$ cat config.mk
export PLATFORM = sky130hd
export DESIGN_NAME = lif_neuron_pipe
export DESIGN_NICKNAME = d
export VERILOG_FILES = /design/src/rtl/lif_neuron_pipe.sv
export SDC_FILE = /design/constraint.sdc
export NUM_CORES = 1
export LEC_CHECK = 0
export ABC_AREA = 1
export CAP_MARGIN = 20
export CORE_MARGIN = 4
export CORE_UTILIZATION = 55
export DETAILED_ROUTE_END_ITERATION = 10
export PLACE_DENSITY = 0.82
export SLEW_MARGIN = 20
export SYNTH_ARGS = -nofsm -noshare
export SYNTH_HDL_FRONTEND = slang
export SYNTH_SLANG_ARGS = --single-unit
$ cat constraint.sdc
create_clock -name CLK -period 3.85 [get_ports CLK]
set_input_delay 0.385 -clock CLK [delete_from_list [all_inputs] [get_ports CLK]]
set_output_delay 0.385 -clock CLK [all_outputs]
set_load 0.03 [all_outputs]
$ cat src/rtl/lif_neuron_pipe.sv
// lif_neuron_pipe: two-stage pipelined leaky integrate-and-fire update engine.
//
// The engine is time-multiplexed across NEUR_N neurons whose state lives in an
// external SRAM. Stage 1 decodes the event and registers the arithmetic result.
// Stage 2 applies the threshold and refractory logic and drives the write-back
// and spike outputs.
//
// Handshake: a transfer happens on a rising CLK edge where valid and ready are
// both high. A producer holds valid and its payload steady until the transfer.
// ready may depend combinationally on the payload (in_ready looks at in_neur_idx).
//
// Ports:
//   CLK, RST              clock, asynchronous active-high reset
//   in_valid / in_ready   update request handshake
//   in_neur_idx           neuron index
//   in_state, in_refr     membrane state and refractory count read from SRAM
//   in_syn_weight         signed synaptic weight
//   in_syn_event          event trigger
//   in_time_ref           with in_syn_event: leak/time-step event, not a synaptic event
//   param_leak_str        leak magnitude, sampled when stage 1 loads
//   param_thr             firing threshold, sampled when stage 2 loads
//   param_refr_per        refractory period loaded on a spike, sampled when stage 2 loads
//   out_valid / out_ready result handshake
//   out_neur_idx, out_state, out_refr, out_spike   write-back result
//
// Optional feature (macro LIF_SPIKE_CNT_EN): adds cnt_clr (in) and spike_cnt
// (out, 16 bits), a saturating count of spikes delivered downstream.
module lif_neuron_pipe #(
    parameter int STATE_W  = 12,
    parameter int WEIGHT_W = 4,
    parameter int LEAK_W   = 7,
    parameter int REFR_W   = 4,
    parameter int NEUR_N   = 256,
    localparam int IDX_W   = $clog2(NEUR_N)
) (
    input  logic                CLK,
    input  logic                RST,
    input  logic                in_valid,
    output logic                in_ready,
    input  logic [IDX_W-1:0]    in_neur_idx,
    input  logic [STATE_W-1:0]  in_state,
    input  logic [REFR_W-1:0]   in_refr,
    input  logic [WEIGHT_W-1:0] in_syn_weight,
    input  logic                in_syn_event,
    input  logic                in_time_ref,
    input  logic [LEAK_W-1:0]   param_leak_str,
    input  logic [STATE_W-1:0]  param_thr,
    input  logic [REFR_W-1:0]   param_refr_per,
    output logic                out_valid,
    input  logic                out_ready,
    output logic [IDX_W-1:0]    out_neur_idx,
    output logic [STATE_W-1:0]  out_state,
    output logic [REFR_W-1:0]   out_refr,
    output logic                out_spike
`ifdef LIF_SPIKE_CNT_EN
    ,
    input  logic                cnt_clr,
    output logic [15:0]         spike_cnt
`endif
);

    localparam int MSB = STATE_W - 1;

    // Stage 1 registers
    logic               s1_valid_q;
    logic [IDX_W-1:0]   s1_idx_q;
    logic [STATE_W-1:0] s1_state_q;
    logic [REFR_W-1:0]  s1_refr_q;

    // Stage 2 registers (these drive the outputs directly)
    logic               s2_valid_q;
    logic [IDX_W-1:0]   out_idx_q;
    logic [STATE_W-1:0] out_state_q;
    logic [REFR_W-1:0]  out_refr_q;
    logic               out_spike_q;

    logic s1_advance, s1_load, hazard, in_fire, fwd, spike_d;
    logic [STATE_W-1:0] st_in, s1_state_d;
    logic [REFR_W-1:0]  refr_in, s1_refr_d;
    logic [STATE_W:0]   st_ext, w_ext, leak_ext, sum;

    // Stage 2 loads whenever it is empty or its result leaves this cycle;
    // stage 1 advances into it under the same condition.
    assign s1_advance = ~s2_valid_q | out_ready;
    assign s1_load    = ~s1_valid_q | s1_advance;

    // A request for the neuron still in stage 1 must wait one cycle: its
    // up-to-date value is not known until stage 2 has applied the threshold.
    assign hazard   = s1_valid_q & (in_neur_idx == s1_idx_q);
    assign in_ready = s1_load & ~hazard;
    assign in_fire  = in_valid & in_ready;

    // The stage 2 result is what will be written back, so it supersedes the
    // stale SRAM read for the same neuron.
    assign fwd     = s2_valid_q & (in_neur_idx == out_idx_q);
    assign st_in   = fwd ? out_state_q : in_state;
    assign refr_in = fwd ? out_refr_q  : in_refr;

    // Event decode and arithmetic, done one bit wider to detect overflow.
    always_comb begin
        s1_state_d = st_in;
        s1_refr_d  = refr_in;
        st_ext     = {st_in[MSB], st_in};
        w_ext      = {{(STATE_W + 1 - WEIGHT_W){in_syn_weight[WEIGHT_W-1]}}, in_syn_weight};
        leak_ext   = {{(STATE_W + 1 - LEAK_W){1'b0}}, param_leak_str};
        sum        = '0;
        if (in_syn_event && in_time_ref) begin
            // Leak moves the state toward zero and never crosses it.
            if (!st_in[MSB]) begin
                sum        = st_ext - leak_ext;
                s1_state_d = sum[STATE_W] ? '0 : sum[STATE_W-1:0];
            end else begin
                sum        = st_ext + leak_ext;
                s1_state_d = sum[STATE_W] ? sum[STATE_W-1:0] : '0;
            end
            if (refr_in != '0) begin
                s1_refr_d = refr_in - {{(REFR_W - 1){1'b0}}, 1'b1};
            end
        end else if (in_syn_event && (refr_in == '0)) begin
            // Synaptic input saturates; events during refractory are absorbed.
            sum = st_ext + w_ext;
            if (sum[STATE_W] != sum[STATE_W-1]) begin
                s1_state_d = sum[STATE_W] ? {1'b1, {(STATE_W - 1){1'b0}}}
                                          : {1'b0, {(STATE_W - 1){1'b1}}};
            end else begin
                s1_state_d = sum[STATE_W-1:0];
            end
        end
    end

    // Threshold is positive, so an unsigned compare against a non-negative
    // state is exact.
    assign spike_d = ~s1_state_q[MSB] & (s1_state_q >= param_thr);

    always_ff @(posedge CLK or posedge RST) begin
        if (RST) begin
            s1_valid_q <= 1'b0;
            s1_idx_q   <= '0;
            s1_state_q <= '0;
            s1_refr_q  <= '0;
        end else if (s1_load) begin
            s1_valid_q <= in_fire;
            if (in_fire) begin
                s1_idx_q   <= in_neur_idx;
                s1_state_q <= s1_state_d;
                s1_refr_q  <= s1_refr_d;
            end
        end
    end

    always_ff @(posedge CLK or posedge RST) begin
        if (RST) begin
            s2_valid_q  <= 1'b0;
            out_idx_q   <= '0;
            out_state_q <= '0;
            out_refr_q  <= '0;
            out_spike_q <= 1'b0;
        end else if (s1_advance) begin
            s2_valid_q <= s1_valid_q;
            if (s1_valid_q) begin
                out_idx_q   <= s1_idx_q;
                out_spike_q <= spike_d;
                out_state_q <= spike_d ? '0 : s1_state_q;
                out_refr_q  <= spike_d ? param_refr_per : s1_refr_q;
            end
        end
    end

    assign out_valid    = s2_valid_q;
    assign out_neur_idx = out_idx_q;
    assign out_state    = out_state_q;
    assign out_refr     = out_refr_q;
    assign out_spike    = out_spike_q;

`ifdef LIF_SPIKE_CNT_EN
    logic [15:0] spike_cnt_q;

    always_ff @(posedge CLK or posedge RST) begin
        if (RST) begin
            spike_cnt_q <= '0;
        end else if (cnt_clr) begin
            spike_cnt_q <= '0;
        end else if (s2_valid_q && out_ready && out_spike_q && (spike_cnt_q != 16'hFFFF)) begin
            spike_cnt_q <= spike_cnt_q + 16'd1;
        end
    end

    assign spike_cnt = spike_cnt_q;
`endif

endmodule

# ---- Word level (Yosys, flattened, before mapping)
# Cells that the tools add are included.
dict set report op_classes {
  n_addsub 4
  magnitude_cmp 1
  eq_ne 3
  mux 13
  n_bitwise 11
  n_reduce_logical 6
}
# cell count
set op_table {}
lappend op_table {{$mux 12} 9}
lappend op_table {{$eq 8x8->1} 2}
lappend op_table {{$mux 4} 4}
lappend op_table {{$add 12x4->13} 1}
lappend op_table {{$add 12x8->13} 1}
lappend op_table {{$sub 12x8->13} 1}
lappend op_table {{$ge 12x12->1} 1}
lappend op_table {{$and 1x1->1} 5}
lappend op_table {{$logic_not 4->1} 1}
lappend op_table {{$not 1->1} 4}
lappend op_table {{$reduce_and 2->1} 2}
lappend op_table {{$reduce_bool 4->1} 1}
lappend op_table {{$sub 4x1->4 const B} 1}
lappend op_table {{$logic_and 1x1->1} 2}
lappend op_table {{$or 1x1->1} 2}
lappend op_table {{$ne 1x1->1} 1}
dict set report totals {
  ff_bits 51
  input_bits 57
  output_inout_bits 27
  word_cells 47
}

# ---- Logic depth before layout (Yosys ltp)
# Gate-level depths: netlist of the first run.
dict set report logic_depth {
  word_depth 8
  depth_mapped 28
  depth_no_buf 27
}

# ---- Worst setup path before layout of the first run
# OpenSTA, ideal clock, no wires.
dict set report synth_path {
  kind {register -> register}
  start {reg out_idx_q[0], in the netlist out_neur_idx[0]}
  end {reg s1_state_q[11]}
  setup_time_ns 0.116
  arrival_time_ns 3.236
  required_ns 3.734
  setup_slack_ns 0.498
  stages_incl_launch_ff 26
  period_less_slack_ns 3.352
  path_cell_list {dfrtp_1 > inv_1 > nand2_1 > nand2_1 > nor2_2 > nand3_2 > nor2_4 > nor2_1 > a21oi_1 > inv_1 > fa_1 > nor2_1 > nand2_1 > nand2_1 > nand2_1 > nand2_1 > nand2_1 > nand2_1 > nand3_1 > nor2_2 > nand3_2 > buf_6 > nand3_1 > nand3_1 > nand2_1 > nand2_1}
}
dict set report synth_via {
  elab_chain_cells 8
  word_cells_on_any_way 17
}
# item line
set synth_rtl {}
lappend synth_rtl {{from (decl)} 72} ;# logic [IDX_W-1:0] out_idx_q;
lappend synth_rtl {{from (signal assigned)} 161} ;# out_idx_q <= s1_idx_q;
lappend synth_rtl {{$eq 8x8->1 (*)} 95} ;# assign fwd = s2_valid_q & (in_neur_idx == out_idx_q);
lappend synth_rtl {{$and 1x1->1 (*)} 95}
lappend synth_rtl {{$mux 12} 96} ;# assign st_in = fwd ? out_state_q : in_state;
lappend synth_rtl {{$add 12x4->13} 121} ;# sum = st_ext + w_ext;
lappend synth_rtl {{$mux 12 / $ne 1x1->1 (equally long branches)} {123, 122}}
lappend synth_rtl {{$mux 12} 122} ;# if (sum[STATE_W] != sum[STATE_W-1]) begin
lappend synth_rtl {{$mux 12} 119} ;# end else if (in_syn_event && (refr_in == '0)) begin
lappend synth_rtl {{$mux 12 (*)} 107} ;# if (in_syn_event && in_time_ref) begin
lappend synth_rtl {{to (signal assigned)} 145} ;# s1_state_q <= s1_state_d;
lappend synth_rtl {{to (decl)} 67} ;# logic [STATE_W-1:0] s1_state_q;
# Every way passes the cells marked *; elsewhere a longest branch is shown, timed or not.
# A chain may end at the register's enable or synchronous reset.

# ---- Worst setup path after layout of the first run
dict set report layout_path {
  start {in in_neur_idx[3]}
  end {reg s1_state_q[4]}
}
dict set report layout_via {
  elab_chain_cells 8
  word_cells_on_any_way 23
}
# item line
set layout_rtl {}
lappend layout_rtl {{from (decl)} 40} ;# input logic [IDX_W-1:0] in_neur_idx,
lappend layout_rtl {{$eq 8x8->1} 95}
lappend layout_rtl {{$and 1x1->1} 95}
lappend layout_rtl {{$mux 12} 96}
lappend layout_rtl {{$add 12x4->13} 121}
lappend layout_rtl {{$mux 12 / $ne 1x1->1 (equally long branches)} {123, 122}}
lappend layout_rtl {{$mux 12} 122}
lappend layout_rtl {{$mux 12} 119}
lappend layout_rtl {{$mux 12} 107}
# Parallel ways exist; a longest one is shown, timed or not.

==> results of run 1 <==
per-stage QoR:
step | TNS, ns | power, mW
after detailed placement | -1.17 | 2.01
after global placement | -0.0263 | 1.98
after CTS | 0 | 2.35
after global routing | -0.0492 | 2.53
final | 0 | 2.36
after floorplan | 0 | 1.53
layout make-up:
type,instances,area (sq um),area share
timing repair buffer,109,1030,0.167
inverter,138,522,0.0850
tap,108,135,0.0220
sequential,51,1280,0.208
clock buffer,5,68.8,0.0112
clock inverter,3,28.8,0.00469
multi-input combinational,568,3080,0.502
state kept, by name, summed over array words and instances (netlist names), 4 cells and up:
name	flops
out_state	12
s1_idx_q	8
out_neur_idx	8
s1_refr_q	4
s1_state_q	12
out_refr	4
worst max-delay path: cells and delay by family:
kind | cells | cell delay, ns
AOI/OAI and AO/OA | 1 | 0.21
buffers and inverters | 6 | 0.93
adders and majority gates | 2 | 0.64
and+or+nand+nor | 15 | 1.66
synth_stat cells (all sizes together):
cell     count
o21bai       2
xor2        13
nand4       12
dfrtp       51
xnor2        8
a21oi       27
nand3       88
nor3         3
and3         1
o31ai        1
fa           3
nor2        54
a22oi        1
a21boi       1
o22ai        3
a211oi       3
clkbuf      10
nand2      237
ha          40
o21ai       63
o2111ai      2
a21o         1
inv        138
o21a         1
a31oi        3
buf         12
power by group through the flow:
stage	clock, mW	combinational [mW]	sequential [mW]
2_1_floorplan	0	0.594	0.934
3_3_place_gp	0	1.20	0.782
3_5_place_dp	0	1.22	0.787
4_1_cts	0.346	1.23	0.776
5_1_grt	0.362	1.37	0.796
6_report	0.341	1.24	0.779
final timing paths:
check / slack (ns) / cells past startpoint / end
min reg2reg: 0.49 / 2 / s1_state_q[0]
min: 0.49 / 2 / s1_state_q[0]
min in group asynchronous: 0.53 / 2 / out_spike
max reg2reg: 0.40 / 23 / s1_state_q[4]
max: 0.26 / 24 / s1_state_q[4]
max in group asynchronous: 2.78 / 2 / s1_idx_q[2]
cells by family (layout without fill, tap and decap cells):
| group | Yosys count | count (layout) |
|---|---|---|
| compound gates | 108 | 108 |
| flops | 51 | 51 |
| buf+inv | 160 | 255 |
| simple gates | 395 | 396 |
| xor+xnor | 21 | 21 |
| fa+ha+maj | 43 | 43 |
routing by layer:
| layer | wire length [microns] | global-route usage |
|---|---|---|
| met4 | 193 | 0.0657 |
| met2 | 7000 | 0.482 |
| met5 | 0 | 0 |
| met3 | 1040 | 0.0291 |
| met1 | 6890 | 0.405 |
what timing repair did:
action	in CTS	in global routing
resized for setup	0	9
buffers inserted	0	1
endpoints found under the setup margin	0	12
hold buffers	0	0
==> reports/metrics.cfg, run 1 <==
[status]
status = completed

[worst_setup_path]
crit_path_max_fanout = 8
cp_cell_sequence = clkdlybuf4s50_1 > inv_2 > nand2_1 > nand2_1 > nor2_2 > nand3_2 > nor2_4 > nor2_1 > a21oi_2 > buf_4 > inv_1 > ha_1 > fa_1 > inv_1 > nand4_1 > nand3_1 > nand2_1 > nand3_2 > inv_2 > nand2_2 > nand3_1 > nand3_1 > nand3_1 > nand2_1
worstSetupPathType = in2reg
cp_slowest_cell = clkdlybuf4s50_1
crit_required_ns = 4.10
timing.rr.start = out_neur_idx[5]
start_kind = input port
crit_start = in_neur_idx[3]
cp.arrival_ns = 3.84
max_stage_delay_ns = 0.51
end_kind = register

[detailed_routing]
first_pass_iters = 5
viasPerCell = 5.42
ant_nets = 0
vias = 5320
wl_microns = 15100
drt_iter0_drc = 314
drc = 0
routedWlPerCell_microns = 15.4

[min_path]
min-delay-path-class = reg2reg
min_from = s1_state_q[0]

[grt]
antenna_found_initial = 0
grt_max_degree = 52
grt_first_pass_wirelength_microns = 24200
grt_overflow = 0
grt_pass1_vias = 5035
grtUsageTotal = 0.288

[sta]
tightest_slew_ns = 0.887
finClkSkew_ns = 0.0181
fin_crit_sh = 0.933
setup_viol = 0
period_minus_slack_ns = 3.59
final_max_slew_viol_count = 0
fmax_mhz = 278
hold_viol = 0
max-slew-margin-rel = 0.409
worst_slack_ns = 0.257
hold_ws_ns = 0.493

[flow_run]
maxCapViolations = 0

[placement]
gp_congestion = 0.993
dpl_cell_area_sq_mm = 0.00599
dp.cells = 972
pre_cts_ws_ns = -0.124
place_hpwl_microns = 12200
port_buffers = 83

[final_layout]
final_cell_mix = nand2_1 (226), inv_1 (127), nand3_1 (83), clkdlybuf4s50_1 (83), o21ai_0 (60)
utilization = 0.704
design_area_sq_mm = 0.00614
mostFrequentLayoutCell = nand2_1
antenna_cells = 0
area_delta_synth_final_pct = 24.0
nets = 973
fillers = 759
drive_above_1_share = 0.0847
stdcell_count = 982

[logic_synthesis]
ys_seq_elements = 51
synth_area_sq_mm = 0.00495
avgSynthCellArea_sq_um = 6.36
synth-simple-area-share = 0.345
synth_area_leaders = dfrtp_1 (26%), nand2_1 (17%), ha_1 (10%)
synth_compound_area_frac = 0.119
yosys_warnings = 0
yosysSeqAreaShare = 0.258
synth_top_family_by_area = simple AND/OR/NAND/NOR gates
synth_adder_area_share = 0.113
synthDistinctLibCells = 37
yosysTopAreaCellShare = 0.258
synth_nets = 878
synth_xor_area_frac = 0.0371
synthCells = 778
synth_area_leader_cell = dfrtp_1
synth.area.mux_share = 0

[clocking]
numCtsBuffers = 5
htreeDepth = 2
clock_latency_ns = 0.32
cts_tree = yes
root_buffer = clkbuf_8
cts_buffer_depth = 2
clkTransAtPathRegs_ns = 0.10
cts_num_sinks = 51

[floorplan]
rows = 34
die_x_microns = 103
die-area_sq_mm = 0.0106
ioPinCount = 84
core_area_sq_mm = 0.00872
initial_utilization = 0.568
fp.dieH_microns = 103

[power_and_ir_drop]
switching_share = 0.457
intPower_mw = 1.28
power.density_mw_per_mm2 = 385
p_sw_mw = 1.08
pwr-share-comb = 0.526
p_clk_frac = 0.144
leakage_nw = 3.27
seqPwrFrac = 0.329
ir_drop_mv = 0.242

No activity file was read; power rests on OpenSTA's default activity.
==> inputs of run 2 (changes only) <==
--- a/config.mk
+++ b/config.mk
@@ -5,10 +5,9 @@
 export SDC_FILE = /design/constraint.sdc
 export NUM_CORES = 1
 export LEC_CHECK = 0
-export ABC_AREA = 1
 export CAP_MARGIN = 20
 export CORE_MARGIN = 4
-export CORE_UTILIZATION = 55
+export CORE_UTILIZATION = 54
 export DETAILED_ROUTE_END_ITERATION = 10
 export PLACE_DENSITY = 0.82
 export SLEW_MARGIN = 20
==> reports/metrics.cfg, run 2 <==
[final_layout]
mostFrequentLayoutCell = buf_4
area_delta_synth_final_pct = 47.9
fillers = 441
final_cell_mix = buf_4 (100), nand2_1 (78), clkdlybuf4s50_1 (75), dfrtp_1 (43)
antenna_cells = 0
drive_above_1_share = 0.264
nets = 812
register_area_sq_mm = 0.00129
multiInputGateArea_sq_mm = 0.00323

[worst_setup_path]
cpMostUsedCell = buf_12
worstSetupPathType = reg2reg
max_stage_delay_ns = 0.53
cp_cell_sequence = xnor2_2 > nand4_1 > nor3_4 > buf_12 > buf_12 > buf_12 > mux2i_4 > inv_2 > ha_4 > a21o_1 > a2111oi_4 > o21bai_1 > a2111oi_2 > a31oi_2 > nand2_1 > a221oi_1 > or4_1
cpLargestDelayFamily = compound AO/OA/AOI/OAI gates
cp_slowest_cell = or4_1
cp.arrival_ns = 4.14
crit_required_ns = 4.03
end_kind = register
crit_path_max_fanout = 6
crit_buf_inv = 4
start_kind = register

[logic_synthesis]
synth_nets = 631
synth_xor_area_frac = 0.0689
synth.area.mux_share = 0.0764
yosysSeqAreaShare = 0.287
synth_compound_area_frac = 0.200
avgSynthCellArea_sq_um = 8.38
synth_area_sq_mm = 0.00445
async_flop_share = 1.00
synth_area_leader_cell = dfrtp_1
synth_adder_area_share = 0.126
yosysTopAreaCellShare = 0.287
synth-simple-area-share = 0.193
ys_seq_elements = 51
yosys_warnings = 0
synth_top_family_by_area = compound AO/OA/AOI/OAI gates
synth_common_cells = nand2_1 (81), dfrtp_1 (51), ha_1 (40), inv_1 (40), o21ai_0 (38)
synth_edf_count = 0
ys.flop_type = dfrtp_1
synthDistinctLibCells = 61
synthCells = 531
synth.most_common_cell = nand2_1
synth_area_leaders = dfrtp_1 (29%), ha_1 (11%), nand2_1 (6.8%)

[sta]
worst_slack_ns = -0.110
rsz0062_at_grt = true
fin_crit_sh = 1.03
max-slew-margin-rel = 0.300
final_max_slew_viol_count = 0
hold_ws_ns = 0.506
period_minus_slack_ns = 3.96
finClkSkew_ns = 0.00691
setup_viol = 5
fmax_mhz = 253
tightest_slew_ns = 1.05
hold_viol = 0

[floorplan]
core_area_sq_mm = 0.00789
die_x_microns = 98.8
fp.dieH_microns = 98.8
rows = 32
die-area_sq_mm = 0.00976
initial_utilization = 0.564
ioPinCount = 84

[clocking]
clkTransAtPathRegs_ns = 0.09
root_buffer = clkbuf_8
cts_tree = yes
htreeDepth = 2
cts_num_sinks = 51
cts_buffer_depth = 2
numCtsBuffers = 5
clock_latency_ns = 0.31

[min_path]
min-delay-path-class = reg2reg

[detailed_routing]
wl_microns = 15600
ant_nets = 0
drc = 0
routedWlPerCell_microns = 19.2
drt_iter0_drc = 360
vias = 4918
viasPerCell = 6.03
first_pass_iters = 7

[grt]
grtUsageTotal = 0.306
grt_first_pass_wirelength_microns = 24200
grt_pass1_vias = 5082
grt_overflow = 0
antenna_found_initial = 0
grt_max_degree = 52

[placement]
gp_congestion = 0.915
place_hpwl_microns = 11700
port_buffers = 83
pre_cts_ws_ns = -0.516

[status]
violations = setup timing
status = finished, violations left

[flow_run]
maxCapViolations = 0

[power_and_ir_drop]
p_total_mw = 2.57
leakage_nw = 3.01
power.density_mw_per_mm2 = 391
ir_drop_mv = 0.201

[run 2: cell types whose count changed after synthesis, moves of 9 or more]
cell,before,now
nand2_1,227,81
nand3_1,84,10
xnor2_1,8,30
o21ai_0,60,38
mux2_2,0,16
mux2i_1,0,16
nand2_2,9,0
nand2b_1,0,11
inv_1,129,40
nor2_1,48,31
[run 2: final timing paths]
check	startpoint	end	slack, ns	depth (start not counted)
worst max-delay path	out_neur_idx[3]	s1_state_q[3]	-0.11	17
worst min-delay path	out_spike	out_spike	0.51	2
worst max register to register	out_neur_idx[3]	s1_state_q[3]	-0.11	17
worst min register to register	out_spike	out_spike	0.51	2
max in group asynchronous	RST	out_neur_idx[5]	2.73	2
min in group asynchronous	RST	out_neur_idx[1]	0.55	2
[run 2: final cells by class]
type,count,area share
multi-input cells,423,0.491
repair buffers,190,0.255
flip-flops and latches,51,0.195
inverters,41,0.0236
well taps,102,0.0194
clock buffers,7,0.0116
clock inverters,1,0.00456
[run 2: worst min-delay path, cell delays in order, from the launching register on]
cell and delay, ns:
dfrtp_1 0.36, nand2_1 0.05, o31ai_1 0.06
[run 2: repair_timing]
item / 4_1_cts / 5_1_grt
resized for setup: 25 / 28
endpoints found under the setup margin: 10 / 12
hold buffers: 0 / 0
pin swaps: 14 / 10
buffers inserted: 5 / 3
[run 2: per-layer routing]
metal	GRT usage	routed length (microns)
met1	0.346	5900
met2	0.545	8030
met3	0.0587	1140
met4	0.154	549
met5	0	0
[run 2: where the power goes]
group	switching, mW	internal, mW	total, mW
logic	0.719	0.630	1.35
clock network	0.177	0.195	0.372
registers	0.177	0.677	0.854
total	1.07	1.50	2.57
[run 2: cells by family after synthesis]
family	after synthesis
xor+xnor	35
flops	51
mux	32
fa+ha+maj	43
buf+inv	57
compound gates	132
simple gates	181
[run 2: per-stage QoR]
step / setup TNS, ns / area [sq um] / util / instances
5_1_grt: -2.22 / 6580 / 0.835 / 815
4_1_cts: -0.0909 / 6440 / 0.816 / 813
3_5_place_dp: -5.15 / 6190 / 0.785 / 800
2_1_floorplan: -0.411 / 4550 / - / 531
6_report: -0.268 / 6580 / 0.835 / 815
3_3_place_gp: -4.37 / 6190 / 0.785 / 800
==> inputs of run 3 (changes only) <==
--- a/config.mk
+++ b/config.mk
@@ -10,7 +10,7 @@
 export CORE_UTILIZATION = 54
 export DETAILED_ROUTE_END_ITERATION = 10
 export PLACE_DENSITY = 0.82
-export SLEW_MARGIN = 20
+export SLEW_MARGIN = 10
 export SYNTH_ARGS = -nofsm -noshare
 export SYNTH_HDL_FRONTEND = slang
 export SYNTH_SLANG_ARGS = --single-unit
==> reports/metrics.cfg, run 3 (synthesis gave the netlist of run 2 again) <==
[clocking]
htreeDepth = 2
cts_num_sinks = 51
numCtsBuffers = 5
hold_buffers = 0
cts_tree = yes
cts_buffer_depth = 2
clkTransAtPathRegs_ns = 0.09
clock_latency_ns = 0.31
root_buffer = clkbuf_8

[grt]
grt_pass1_vias = 5082
grt_max_degree = 52
grtUsageTotal = 0.306
grt_overflow = 0
grt_first_pass_wirelength_microns = 24200
antenna_found_initial = 0

[worst_setup_path]
end_kind = register
worstSetupPathType = reg2reg
cpMostUsedCell = buf_12
cp.arrival_ns = 4.17
max_stage_delay_ns = 0.45
reg2reg_slack_ns = -0.12
crit_path_max_fanout = 6
worstReg2RegEnd = s1_state_q[6]
crit_buf_inv = 6
cp_cell_sequence = xnor2_2 > nand4_1 > nor3_4 > buf_12 > buf_12 > buf_12 > mux2i_4 > inv_2 > buf_4 > fa_2 > a211oi_2 > o21bai_2 > o21a_1 > a21oi_2 > nor4b_4 > buf_4 > a21o_1 > mux2_2 > o221a_2
crit_required_ns = 4.05
timing.rr.start = out_neur_idx[6]
cpLargestDelayFamily = compound AO/OA/AOI/OAI gates
start_kind = register
rr_worst_depth = 19
cp_slowest_cell = dfrtp_2

[final_layout]
nets = 813
drive_above_1_share = 0.265
design_area_sq_mm = 0.00660
antenna_cells = 0
area_delta_synth_final_pct = 48.3
mostFrequentLayoutCell = buf_4
final_cell_mix = buf_4 (100), nand2_1 (78), clkdlybuf4s50_1 (75), dfrtp_1 (43)

[sta]
rsz0062_at_grt = true
fin_crit_sh = 1.03
tightest_slew_ns = 1.04
max-slew-margin-rel = 0.303
period_minus_slack_ns = 3.97
fmax_mhz = 252
worst_slack_ns = -0.124
finClkSkew_ns = 0.00750
setup-tns-final_ns = -0.348
hold_ws_ns = 0.368
setup_viol = 5
final_max_slew_viol_count = 0
hold_viol = 0

[floorplan]
die-area_sq_mm = 0.00976
ioPinCount = 84
die_x_microns = 98.8
fp.dieH_microns = 98.8
rows = 32
core_area_sq_mm = 0.00789
initial_utilization = 0.564

[placement]
place_hpwl_microns = 11700
port_buffers = 83
dpl_cell_area_sq_mm = 0.00619
pre_cts_ws_ns = -0.516
gp_congestion = 0.915

[detailed_routing]
routedWlPerCell_microns = 19.4
drc = 0
wl_microns = 15900
ant_nets = 0
viasPerCell = 6.09
drt_iter0_drc = 374
vias = 4971
first_pass_iters = 6

[status]
status = finished, violations left
violations = setup timing

[power_and_ir_drop]
p_total_mw = 2.58
power.density_mw_per_mm2 = 391
leakage_nw = 3.02
ir_drop_mv = 0.203

[flow_run]
maxCapViolations = 0

[min_path]
min-delay-path-class = in2async

[run 3: cell count changes in the layout (fill, tap and decap cells not counted)]
cell / delta
inv_2: +1
buf_12: +1
clkinv_2: -1
[run 3: where the power goes]
group	leakage, nW	internal, mW	switching, mW
Clock	0.0524	0.195	0.175
Sequential	0.603	0.678	0.179
Combinational	2.36	0.632	0.726
Total	3.02	1.50	1.08
[run 3: how the worst max path moves through the flow]
stage | from | end | slack, ns | cells past startpoint
2_1_floorplan | out_neur_idx[5] | s1_state_q[6] | -0.19 | 16
3_3_place_gp | in_neur_idx[0] | s1_state_q[3] | -0.45 | 16
3_5_place_dp | in_neur_idx[5] | s1_state_q[3] | -0.52 | 17
4_1_cts | out_neur_idx[2] | s1_state_q[3] | -0.07 | 17
5_1_grt | out_neur_idx[6] | s1_state_q[3] | -0.34 | 17
6_report | out_neur_idx[6] | s1_state_q[6] | -0.12 | 19
[run 3: repair_timing]
| item | 4_1_cts | 5_1_grt |
|---|---|---|
| setup buffers | 5 | 3 |
| endpoints found under the setup margin | 10 | 12 |
| cloned | 0 | 0 |
| resized for setup | 25 | 28 |
| pin swaps | 14 | 10 |
[run 3: final cells by class]
class	count	area (sq um)
Clock inverter	1	30.0
Fill cell	435	1290
Multi-Input combinational cell	423	3230
Clock buffer	7	76.3
Sequential cell	51	1290
Inverter	41	154
Timing Repair Buffer	191	1700
Tap cell	102	128
[run 3: metal layers]
metal | GRT usage | routed length (microns)
met5 | 0 | 0
met2 | 0.545 | 8120
met3 | 0.0587 | 1210
met4 | 0.154 | 604
met1 | 0.346 | 5920
[run 3: per-stage QoR]
step	std cells	util
4_1_cts	813	0.816
6_report	816	0.837
3_3_place_gp	800	0.785
2_1_floorplan	531	-
5_1_grt	816	0.837
3_5_place_dp	800	0.785
